## config.mk

```make
export PLATFORM = sky130hd
export DESIGN_NAME = uart_tx_serializer_flat
export DESIGN_NICKNAME = d
export VERILOG_FILES = /design/src/rtl/uart_tx_serializer_if.sv /design/src/rtl/uart_tx_serializer.sv /design/src/flat_wrapper.sv
export SDC_FILE = /design/constraint.sdc
export NUM_CORES = 1
export LEC_CHECK = 0
export ABC_AREA = 0
export CORE_MARGIN = 2
export CORE_UTILIZATION = 60
export DETAILED_ROUTE_END_ITERATION = 8
export PLACE_DENSITY = 0.82
export SLEW_MARGIN = 20
export SYNTH_ARGS = -nofsm -noshare
export SYNTH_HDL_FRONTEND = slang
export SYNTH_SLANG_ARGS = --single-unit
```

## constraint.sdc

```tcl
create_clock -name r_clk -period 2.6 [get_ports r_clk]
set_input_delay 0.52 -clock r_clk [delete_from_list [all_inputs] [get_ports r_clk]]
set_output_delay 0.52 -clock r_clk [all_outputs]
set_load 0.02 [all_outputs]
```

## src/rtl/uart_tx_serializer_if.sv

```systemverilog
// Producer-side handshake into the UART transmitter: one word per
// cycle where tx_valid and tx_ready are both high.
interface uart_tx_serializer_if #(
  parameter int WORD_LENGTH = 8
);
  logic [WORD_LENGTH-1:0] tx_data;
  logic                   tx_valid;
  logic                   tx_ready;

  modport master (output tx_data, output tx_valid, input tx_ready);
  modport slave  (input tx_data, input tx_valid, output tx_ready);
endinterface

```

## src/rtl/uart_tx_serializer.sv

```systemverilog
// UART transmit serializer: start bit, WORD_LENGTH data bits LSB-first,
// even parity, one stop bit. A one-word holding register lets the next
// word be accepted while the current frame shifts out, so frames can
// run back-to-back.
module uart_tx_serializer #(
  parameter int CLK_RATE    = 50_000_000,
  parameter int BAUD        = 115_200,
  parameter int WORD_LENGTH = 8
) (
  input  logic                 r_clk,
  input  logic                 r_rst,
  uart_tx_serializer_if.slave  tx_if,
  output logic                 tx_out,
  output logic                 tx_busy,
  output logic                 frame_done
);

  localparam int DIV    = CLK_RATE / BAUD;
  localparam int BAUD_W = (DIV > 1) ? $clog2(DIV) : 1;
  localparam int BIT_W  = $clog2(WORD_LENGTH) + 1;

  localparam logic [BAUD_W-1:0] BAUD_LAST = BAUD_W'(DIV - 1);
  localparam logic [BIT_W-1:0]  BIT_LAST  = BIT_W'(WORD_LENGTH - 1);

  typedef enum logic [2:0] {
    IDLE,
    START,
    DATA,
    PARITY,
    STOP
  } state_t;

  state_t                 state_q, state_d;
  logic [BAUD_W-1:0]      baud_q;
  logic [BIT_W-1:0]       bit_q;
  logic                   hold_full;
  logic [WORD_LENGTH-1:0] hold_data;
  logic [WORD_LENGTH:0]   shifter;     // {parity, data}
  logic                   ready_q;
  logic                   bit_end;
  logic                   accept;
  logic                   drain;
  logic                   line_bit;

  assign tx_if.tx_ready = ready_q;
  assign bit_end        = (baud_q == BAUD_LAST);
  assign accept         = tx_if.tx_valid & ready_q;

  // Next-state logic; drain moves the held word into the shifter.
  always_comb begin
    // NOTE: every always_comb output gets a default first so no path leaves it unassigned (no latch).
    state_d = state_q;
    drain   = 1'b0;
    case (state_q)
      IDLE: begin
        if (hold_full) begin
          drain   = 1'b1;
          state_d = START;
        end
      end
      START:  if (bit_end) state_d = DATA;
      DATA:   if (bit_end && (bit_q == BIT_LAST)) state_d = PARITY;
      PARITY: if (bit_end) state_d = STOP;
      STOP: begin
        if (bit_end) begin
          if (hold_full) begin
            drain   = 1'b1;
            state_d = START;
          end else begin
            state_d = IDLE;
          end
        end
      end
      default: state_d = IDLE;
    endcase
  end

  // Line level for the bit currently being timed by the FSM.
  always_comb begin
    line_bit = 1'b1;
    case (state_q)
      START:   line_bit = 1'b0;
      DATA:    line_bit = shifter[bit_q];
      PARITY:  line_bit = shifter[WORD_LENGTH];
      default: line_bit = 1'b1;
    endcase
  end

  // FSM state plus baud and bit counters.
  always_ff @(posedge r_clk or posedge r_rst) begin
    if (r_rst) begin
      // NOTE: sequential state is updated with <= so every register samples pre-edge values.
      state_q <= IDLE;
      baud_q  <= '0;
      bit_q   <= '0;
    end else begin
      state_q <= state_d;
      if (state_q == IDLE || bit_end) baud_q <= '0;
      else                            baud_q <= baud_q + 1'b1;
      if (state_q == START && bit_end)
        bit_q <= '0;
      else if (state_q == DATA && bit_end && bit_q != BIT_LAST)
        bit_q <= bit_q + 1'b1;
    end
  end

  // Holding-register occupancy; ready stays low through the drain cycle.
  always_ff @(posedge r_clk or posedge r_rst) begin
    if (r_rst) begin
      hold_full <= 1'b0;
      ready_q   <= 1'b1;
    end else begin
      if (accept)     hold_full <= 1'b1;
      else if (drain) hold_full <= 1'b0;
      ready_q <= ~(accept | hold_full);
    end
  end

  // Data path: held word and shift register.
  always_ff @(posedge r_clk) begin
    // NOTE: pure data registers are not reset; hold_full and the FSM decide when their contents matter.
    if (accept) hold_data <= tx_if.tx_data;
    if (drain)  shifter   <= {^hold_data, hold_data};
  end

  // Registered line outputs, aligned so busy and frame_done track tx_out.
  always_ff @(posedge r_clk or posedge r_rst) begin
    if (r_rst) begin
      tx_out     <= 1'b1;
      tx_busy    <= 1'b0;
      frame_done <= 1'b0;
    end else begin
      tx_out     <= line_bit;
      tx_busy    <= (state_q != IDLE);
      frame_done <= (state_q == STOP) && bit_end;
    end
  end

endmodule

```

## src/flat_wrapper.sv

```systemverilog
// flat-port wrapper written by rule: the top's interface ports become plain ports
module uart_tx_serializer_flat 
#(
  parameter int CLK_RATE    = 50_000_000,
  parameter int BAUD        = 115_200,
  parameter int WORD_LENGTH = 8
)
  (r_clk, r_rst, tx_out, tx_busy, frame_done, tx_if_tx_data, tx_if_tx_valid, tx_if_tx_ready);
  uart_tx_serializer_if #(.WORD_LENGTH(WORD_LENGTH)) tx_if_i ();
  input  logic r_clk;
  input  logic r_rst;
  output logic tx_out;
  output logic tx_busy;
  output logic frame_done;
  input wire logic [$bits(tx_if_i.tx_data)-1:0] tx_if_tx_data;
  input wire logic [$bits(tx_if_i.tx_valid)-1:0] tx_if_tx_valid;
  output wire logic [$bits(tx_if_i.tx_ready)-1:0] tx_if_tx_ready;
  assign tx_if_i.tx_data = tx_if_tx_data;
  assign tx_if_i.tx_valid = tx_if_tx_valid;
  assign tx_if_tx_ready = tx_if_i.tx_ready;
  uart_tx_serializer #(.CLK_RATE(CLK_RATE), .BAUD(BAUD), .WORD_LENGTH(WORD_LENGTH)) u_core (.r_clk(r_clk), .r_rst(r_rst), .tx_if(tx_if_i), .tx_out(tx_out), .tx_busy(tx_busy), .frame_done(frame_done));
endmodule
```

# Word-level counts from Yosys, hierarchy flattened

Index checks and enable logic that the tools add are counted.

Latch bits: 0
Memories: 0
Word-level logic and storage cells: 58
Memory bits (read-only): 0
Output and inout port bits: 4
Register bits: 38
Input port bits: 11
Bits in writable memories: 0

Reduce and logical (&&, ||, !) cells: 12
Multiply operators: 0
Divide/modulo/power cells: 0
Bitwise operators: 3
Magnitude comparators: 1
Equal/unequal tests: 12
$add $sub $neg: 2
Muxes and demuxes: 18
Shift-type cells: 0

Operators with widths:

| kind                                                        | number |
|---|---|
| 2-to-1 mux 3 bit                                            | 5 |
| one-hot mux 3 bit (5 select lines)                          | 1 |
| != test 2 x 1 -> 1 bit (second input constant)              | 5 |
| adder 9 x 1 -> 9 bit (second input constant)                | 1 |
| == test 9 bit (second input constant)                       | 1 |
| 2-to-1 mux 9 bit                                            | 1 |
| 2-to-1 mux 4 bit                                            | 2 |
| XOR reduction 8 bit                                         | 1 |
| == test 3 x 2 -> 1 bit (second input constant)              | 2 |
| 2-to-1 mux 1 bit                                            | 6 |
| logical AND 1 bit                                           | 5 |
| less-than comparator 4 x 5 -> 1 bit (second input constant) | 1 |
| AND reduction 5 bit                                         | 1 |
| adder 4 x 1 -> 4 bit (second input constant)                | 1 |
| binary-select mux 1 bit (select 4 bit)                      | 1 |
| == test 4 x 3 -> 1 bit (second input constant)              | 1 |
| != test 4 x 3 -> 1 bit (second input constant)              | 1 |
| nonzero test 2 bit                                          | 2 |
| == test 3 x 1 -> 1 bit (second input constant)              | 1 |
| == test 3 bit (second input constant)                       | 1 |
| logical NOT 3 bit                                           | 1 |
| one-hot mux 1 bit (3 select lines)                          | 1 |
| nonzero test 3 bit                                          | 1 |
| one-hot mux 1 bit (2 select lines)                          | 1 |
| other kinds (4)                                             | 4 |

# Depth between registers and ports, before layout

Gate-level depths: netlist (run 1).

Word-level depth: 5
Gate-level depth with buffers: 6
Depth with buffers taken out: 6

# Worst setup path after synthesis (run 1)

No wires, ideal clock.

Kind: flip-flop to flip-flop
Start point: reg u_core.baud_q[1]
End point: reg u_core.bit_q[0]
Arrival: 1.608 ns
Path buffers: 0
Clock period less this slack: 1.734 ns
Data required time: 2.474 ns
Path slack: 0.866 ns
Cell stages (with the launch flop): 7
Cell sequence: dfrtp_1 inv_1 ha_1 nand4bb_4 or2_1 a211o_1 a221o_1

Longest elaborated chain between the ends: 4

Ends and longest elaborated chain:

| element                         | RTL line                  | source |
|---|---|---|
| start: declaration              | uart_tx_serializer.sv:34  | `logic [BAUD_W-1:0] baud_q;` |
| start signal: assignment        | uart_tx_serializer.sv:99  | `else baud_q <= baud_q + 1'b1;` |
| == test 9 bit *                 | uart_tx_serializer.sv:46  | `assign bit_end = (baud_q == BAUD_LAST);` |
| logical AND 1 bit (2 in series) | uart_tx_serializer.sv:102 | `else if (state_q == DATA && bit_end && bit_q != BIT_LAST)` |
| nonzero test 2 bit (no line)    | -                         |  |
| end signal: assignment          | uart_tx_serializer.sv:103 | `bit_q <= bit_q + 1'b1;` |
| end: declaration                | uart_tx_serializer.sv:35  | `logic [BIT_W-1:0] bit_q;` |

Mark *: on every way between the ends. The rest lies on a longest branch, timed or not.
A chain may end at the register's enable or synchronous reset.

# Final worst setup path (run 1)

Start point: reg u_core.ready_q, in the netlist u_core.tx_if.tx_ready
End point: out tx_if_tx_ready

RTL lines:

| element                  | RTL line                  | source |
|---|---|---|
| start: declaration       | uart_tx_serializer.sv:39  | `logic ready_q;` |
| start signal: assignment | uart_tx_serializer.sv:115 | `ready_q <= ~(accept \| hold_full);` |
| end: declaration         | flat_wrapper.sv:17        | `output wire logic [$bits(tx_if_i.tx_ready)-1:0] tx_if_tx_ready;` |

No word-level cell between the ends.

==> metrics.csv, run 1 <==
stage,metric,value,unit
run_status,status,completed,
die,core,2730,um2
job,max_cap_violations,0,
yosys,avgSynthCellArea,12.1,um2
clocking,cts_hold_buf,0,
worst_setup_path,crit_slowest_cell,clkdlybuf4s50_1,
yosys,synth_cells,142,
sta,whs,0.450,ns
grt,grtUsageTotal,19.4,%
detailed_routing,via_count,1100,
clocking,ctsLongestPathBuffers,2,
cells_and_area,final_util,71.8,%
worst_setup_path,worst_setup_path_start_kind,flop,
detailed_routing,post-route-drc-count,0,
grt,antenna_found_initial,0,
worst_setup_path,crit_family,buffers and inverters,
sta,period_share,77.6,%
sta,final-max-slew-violation-count,0,
die,die-height,57.5,um
sta,worst_pin_slew,0.776,ns
sta,worst_slack,0.582,ns
clocking,cts_setup_buffers,0,
yosys,ys_warn_count,0,
detailed_routing,via_per_inst,5.76,
die,pin_count,15,
hold_path,min_path_type,flop to flop,
cells_and_area,multiInputGateArea,641,um2
cells_and_area,layout.nets,173,
clocking,cts-htree-levels,2,
placement,gp_congestion,0.847,
sta,fin_setup_tns,0,ns
sta,rsz0062_at_grt,false,
clocking,clock_latency,0.34,ns
sta,period_needed,2.02,ns
die,die_w,57.5,um
placement,hpwlAfterDp,1.96,mm
clocking,cts_root_buffer,clkbuf_4,
worst_setup_path,path_cells,clkdlybuf4s50_1,
worst_setup_path,arrival,1.50,ns
worst_setup_path,end_kind,output port,
die,row_count,19,
grt,grt_pass1_wl,4.84,mm
sta,finalHoldViolCount,0,
die,die_area,3310,um2
detailed_routing,wl_per_cell,14.4,um
power,power_density,796,nW/um2
power,leakage,0.771,nW
clocking,clk_pin_slew,0.12,ns
sta,skew,0.0127,ns
worst_setup_path,cp.buffers_inverters,1,
worst_setup_path,crit_required,2.08,ns
sta,slew-limit-headroom,48.2,%
cells_and_area,final_cell_mix,"nor2_1 (19), dfrtp_1 (19), edfxtp_1 (17), clkdlybuf4s50_1 (14), xnor2_1 (12)",
power,vdd_ir_drop_max,0.673,mV
grt,grt_pass1_vias,1105,
clocking,cts_buffers,5,
detailed_routing,antenna_left,0,
yosys,ys_seq_elements,38,
yosys,synth_nets,156,
clocking,cts_resized,0,
placement,io_buffers,14,
sta,setup_viol_count_final,0,
sta,max_freq,496,MHz
worst_setup_path,cpPeakStageDelay,0.60,ns
yosys,yosys-top-cells-area,"edfxtp_1 (30%), dfrtp_1 (28%), xnor2_1 (6.1%)",
detailed_routing,totalWireLength,2.74,mm
cells_and_area,diodes,0,
yosys,synth_cell_types,37,
detailed_routing,first_pass_iters,4,
cells_and_area,fill_cells,180,
yosys,synth.top_cell.area_share,29.7,%
die,start_util,62.8,%
yosys,synth.yosys.seq_area_share,60.5,%
yosys,yosysTopAreaCell,edfxtp_1,
detailed_routing,drt-initial-drc-count,37,
placement,preCtsSetupSlack,0.670,ns
cells_and_area,syn_to_final_growth,14.4,%
clocking,cts_tree,done,
grt,grt_max_degree,22,
grt,grt_remaining_overflow,0,
clocking,clock-sinks,38,
worst_setup_path,worstSetupPathType,flop to output port,
cells_and_area,seqCellArea,1040,um2
yosys,synth.cell_area,1720,um2
cells_and_area,drive_gt1_share,9.38,%
worst_setup_path,cp_max_fo,2,
[cells in the mapped netlist]
library cell,number
a21boi_0,1
or2_1,1
nor3_1,4
nand4_1,1
and3_1,3
a211o_1,1
a31o_2,1
a221o_1,1
a221oi_1,1
edfxtp_1,17
nand3_1,6
or3_1,2
xor2_1,3
o22ai_1,1
inv_1,6
o211ai_1,3
o2bb2ai_1,1
ha_1,3
nand3b_1,2
o21ai_0,2
xnor2_1,12
nand4b_2,1
a21o_1,2
o221a_2,1
nand2_1,9
mux2i_1,4
dfstp_2,2
or4b_2,1
a41oi_1,1
a21oi_1,1
nand4bb_4,1
and2_1,2
clkbuf_1,4
nor2_1,19
dfrtp_1,19
o311ai_1,1
nor2b_1,2
[metrics by stage]
stage / instances / total power, mW / instance area, um2
6_report: 191 / 1.56 / 1960
5_1_grt: 191 / 1.65 / 1960
4_1_cts: 191 / 1.58 / 1960
3_5_place_dp: 183 / 1.18 / 1880
3_3_place_gp: 183 / 1.16 / 1880
2_1_floorplan: 142 / 1.07 / 1720
[state kept, by name (all words and copies together), names as in the netlist, 3 cells and up]
name              cells
u_core.baud_q         9
u_core.hold_data      8
u_core.shifter        9
u_core.bit_q          4
u_core.state_q        3
[layer usage]
metal  routed length, um  track usage [%]  up-vias
met2                1390             30.7       25
met4                  32             8.64        0
met3                 124             5.67        5
met5                   0                0        -
met1                1190             24.8      533
li1                    -                -      537
[report_power, final]
| part | switching, mW | internal (mW) |
|---|---|---|
| Sequential | 0.0891 | 0.760 |
| Clock | 0.199 | 0.202 |
| Combinational | 0.159 | 0.154 |
| Total | 0.447 | 1.12 |
[logic make-up after synthesis]
kind of cell	count (synthesis)	share of synthesized area (%)
xor gates and xnor gates	15	7.65
muxes	4	2.33
adders and majority gates	3	2.19
and+or+nand+nor	54	17.0
buffers and inverters	10	2.19
AOI/OAI and AO/OA	18	8.16
DFF	38	60.5
[final timing paths]
path                                        from  cells past startpoint  slack (ns)                    end
setup / recovery           u_core.tx_if.tx_ready                      1        0.58         tx_if_tx_ready
hold / removal                  u_core.hold_full                      1        0.45  u_core.tx_if.tx_ready
setup reg to reg                u_core.baud_q[1]                      6        0.66        u_core.bit_q[2]
hold reg to reg                 u_core.hold_full                      1        0.45  u_core.tx_if.tx_ready
max in group asynchronous                  r_rst                      2        1.50        u_core.bit_q[2]
min in group asynchronous                  r_rst                      2        0.61        u_core.bit_q[0]
[area by class of cell]
type | instances | share of cell area (%)
Inverter | 6 | 1.15
Sequential cell | 38 | 52.9
Clock inverter | 3 | 2.29
Timing Repair Buffer | 14 | 7.14
Clock buffer | 5 | 1.91
Multi-Input combinational cell | 94 | 32.6
Tap cell | 31 | 1.98
Note: power is estimated with default switching activity, not from simulation.
==> inputs of run 2 (changes only) <==
--- a/config.mk
+++ b/config.mk
@@ -7,9 +7,9 @@
 export LEC_CHECK = 0
 export ABC_AREA = 0
 export CORE_MARGIN = 2
-export CORE_UTILIZATION = 60
+export CORE_UTILIZATION = 56
 export DETAILED_ROUTE_END_ITERATION = 8
-export PLACE_DENSITY = 0.82
+export PLACE_DENSITY = 0.78
 export SLEW_MARGIN = 20
 export SYNTH_ARGS = -nofsm -noshare
 export SYNTH_HDL_FRONTEND = slang
==> constraint.sdc (replaced) <==
create_clock -name r_clk -period 1.9 [get_ports r_clk]
set_input_delay 0.38 -clock r_clk [delete_from_list [all_inputs] [get_ports r_clk]]
set_output_delay 0.38 -clock r_clk [all_outputs]
set_load 0.02 [all_outputs]
==> metrics.csv, run 2 (synthesis results as in run 1) <==
stage,metric,value,unit
worst_setup_path,cp.depth,1,
die,die-height,59.4,um
clocking,clock_latency,0.34,ns
placement,hpwlAfterDp,1.94,mm
cells_and_area,final_cell_mix,"nor2_1 (19), dfrtp_1 (19), edfxtp_1 (17), clkdlybuf4s50_1 (13), xnor2_1 (12)",
grt,grtUsageTotal,18.9,%
worst_setup_path,worstSetupStartpoint,u_core.tx_out,
grt,grt_remaining_overflow,0,
clocking,ctsLongestPathBuffers,2,
power,clkPwrFrac,19.7,%
power,power_density,1000,nW/um2
power,internal_power,1.40,mW
placement,place_area,1930,um2
cells_and_area,diodes,0,
cells_and_area,drive_gt1_share,14.4,%
power,vdd_ir_drop_max,0.748,mV
worst_setup_path,end_kind,output port,
detailed_routing,post-route-drc-count,0,
detailed_routing,wl_per_cell,14.0,um
power,design_power_total,2.00,mW
worst_setup_path,rrSetupSlack,0.10,ns
clocking,cts-htree-levels,2,
run_status,status,completed,
worst_setup_path,crit_required,1.52,ns
cells_and_area,seqCellArea,1040,um2
die,core,2980,um2
power,leakage,0.808,nW
cells_and_area,reg_top3,"u_core.baud_q (9), u_core.shifter (9), u_core.hold_data (8)",
sta,skew,0.00780,ns
worst_setup_path,crit_slowest_cell,clkdlybuf4s50_1,
detailed_routing,via_count,1151,
sta,setup_viol_count_final,0,
placement,preCtsSetupSlack,0.0687,ns
cells_and_area,syn_to_final_growth,16.3,%
cells_and_area,multiInputGateArea,646,um2
detailed_routing,totalWireLength,2.79,mm
cells_and_area,fill_cells,217,
cells_and_area,final_util,67.1,%
worst_setup_path,arrival,1.46,ns
placement,io_buffers,14,
detailed_routing,antenna_left,0,
die,start_util,57.6,%
die,row_count,20,
power,combPwrFrac,22.1,%
clocking,clk_pin_slew,0.11,ns
power,p_sw_share,30.0,%
sta,slew-limit-headroom,73.5,%
sta,worst_slack,0.0587,ns
sta,period_share,96.9,%
sta,period_needed,1.84,ns
clocking,cts_buffers,5,
power,p_sw,0.600,mW
cells_and_area,instances_no_fill,200,
detailed_routing,first_pass_iters,4,
worst_setup_path,path_cells,clkdlybuf4s50_1,
die,pin_count,15,
clocking,clock-sinks,38,
sta,max_freq,543,MHz
hold_path,min_path_type,input pin to async pin,
grt,grt_pass1_vias,1133,
sta,worst_pin_slew,0.398,ns
sta,final-max-slew-violation-count,0,
die,die_w,59.4,um
detailed_routing,via_per_inst,5.76,
worst_setup_path,cp_max_fo,1,
worst_setup_path,crit_family,buffers and inverters,
die,die_area,3520,um2
grt,grt_max_degree,22,
placement,dp_cells,191,
clocking,cts_tree,done,
power,power_frac_seq,58.2,%
worst_setup_path,cpPeakStageDelay,0.59,ns
cells_and_area,layout.nets,180,
worst_setup_path,worstSetupPathType,flop to output port,
job,max_cap_violations,0,
detailed_routing,drt-initial-drc-count,37,
worst_setup_path,cp.buffers_inverters,1,
cells_and_area,design_area,2000,um2
worst_setup_path,r2r_start,u_core.baud_q[1],
worst_setup_path,r2r-end,u_core.bit_q[0],
placement,gp_congestion,0.856,
sta,finalHoldViolCount,0,
clocking,cts_root_buffer,clkbuf_4,
worst_setup_path,r2r_cells,6,
grt,antenna_found_initial,0,
worst_setup_path,worst_setup_path_start_kind,flop,
grt,grt_pass1_wl,4.85,mm
==> run 2: what timing repair did <==
action	CTS	global route
hold buffers	0	0
setup endpoints to repair	0	11
setup buffers	0	1
gates resized for setup	0	4
==> run 2: power by group through the flow <==
stage	Clock (mW)	Combinational (mW)	Sequential, mW
CTS	0.415	0.446	1.16
detailed placement	0	0.440	1.18
finish	0.394	0.442	1.16
global placement	0	0.427	1.17
floorplan	0	0.298	1.17
global route	0.445	0.501	1.18
==> run 2: worst max-delay path by stage <==
stage	slack (ns)	endpoint
2_1_floorplan	0.17	u_core.bit_q[0]
3_3_place_gp	0.12	u_core.bit_q[0]
3_5_place_dp	0.07	u_core.bit_q[0]
4_1_cts	0.02	tx_if_tx_ready
5_1_grt	-0.02	u_core.bit_q[0]
6_report	0.06	tx_out
==> run 2: through the flow <==
stage	TNS, ns	hold slack [ns]
after floorplan	0	0.355
after global placement	0	0.430
after detailed placement	0	0.441
after CTS	0	0.342
after global routing	-0.0198	0.366
final	0	0.351
==> run 2: layout make-up <==
cell class              count  share of cell area [%]
clock inverters             3                   0.815
well taps                  33                    2.07
inverters                   6                    1.13
clock buffers               5                    1.88
flip-flops and latches     38                    52.0
repair buffers             21                    9.77
multi-input cells          94                    32.3
==> run 2: per-layer routing <==
layer	global-route usage, %	wire length (um)	share of wire [%]	up-vias
met5	0	0	0	-
met3	6.77	136	4.9	5
met1	23.4	1240	44	565
met4	8.77	56	2.0	0
met2	29.5	1360	49	28
li1	-	-	-	553
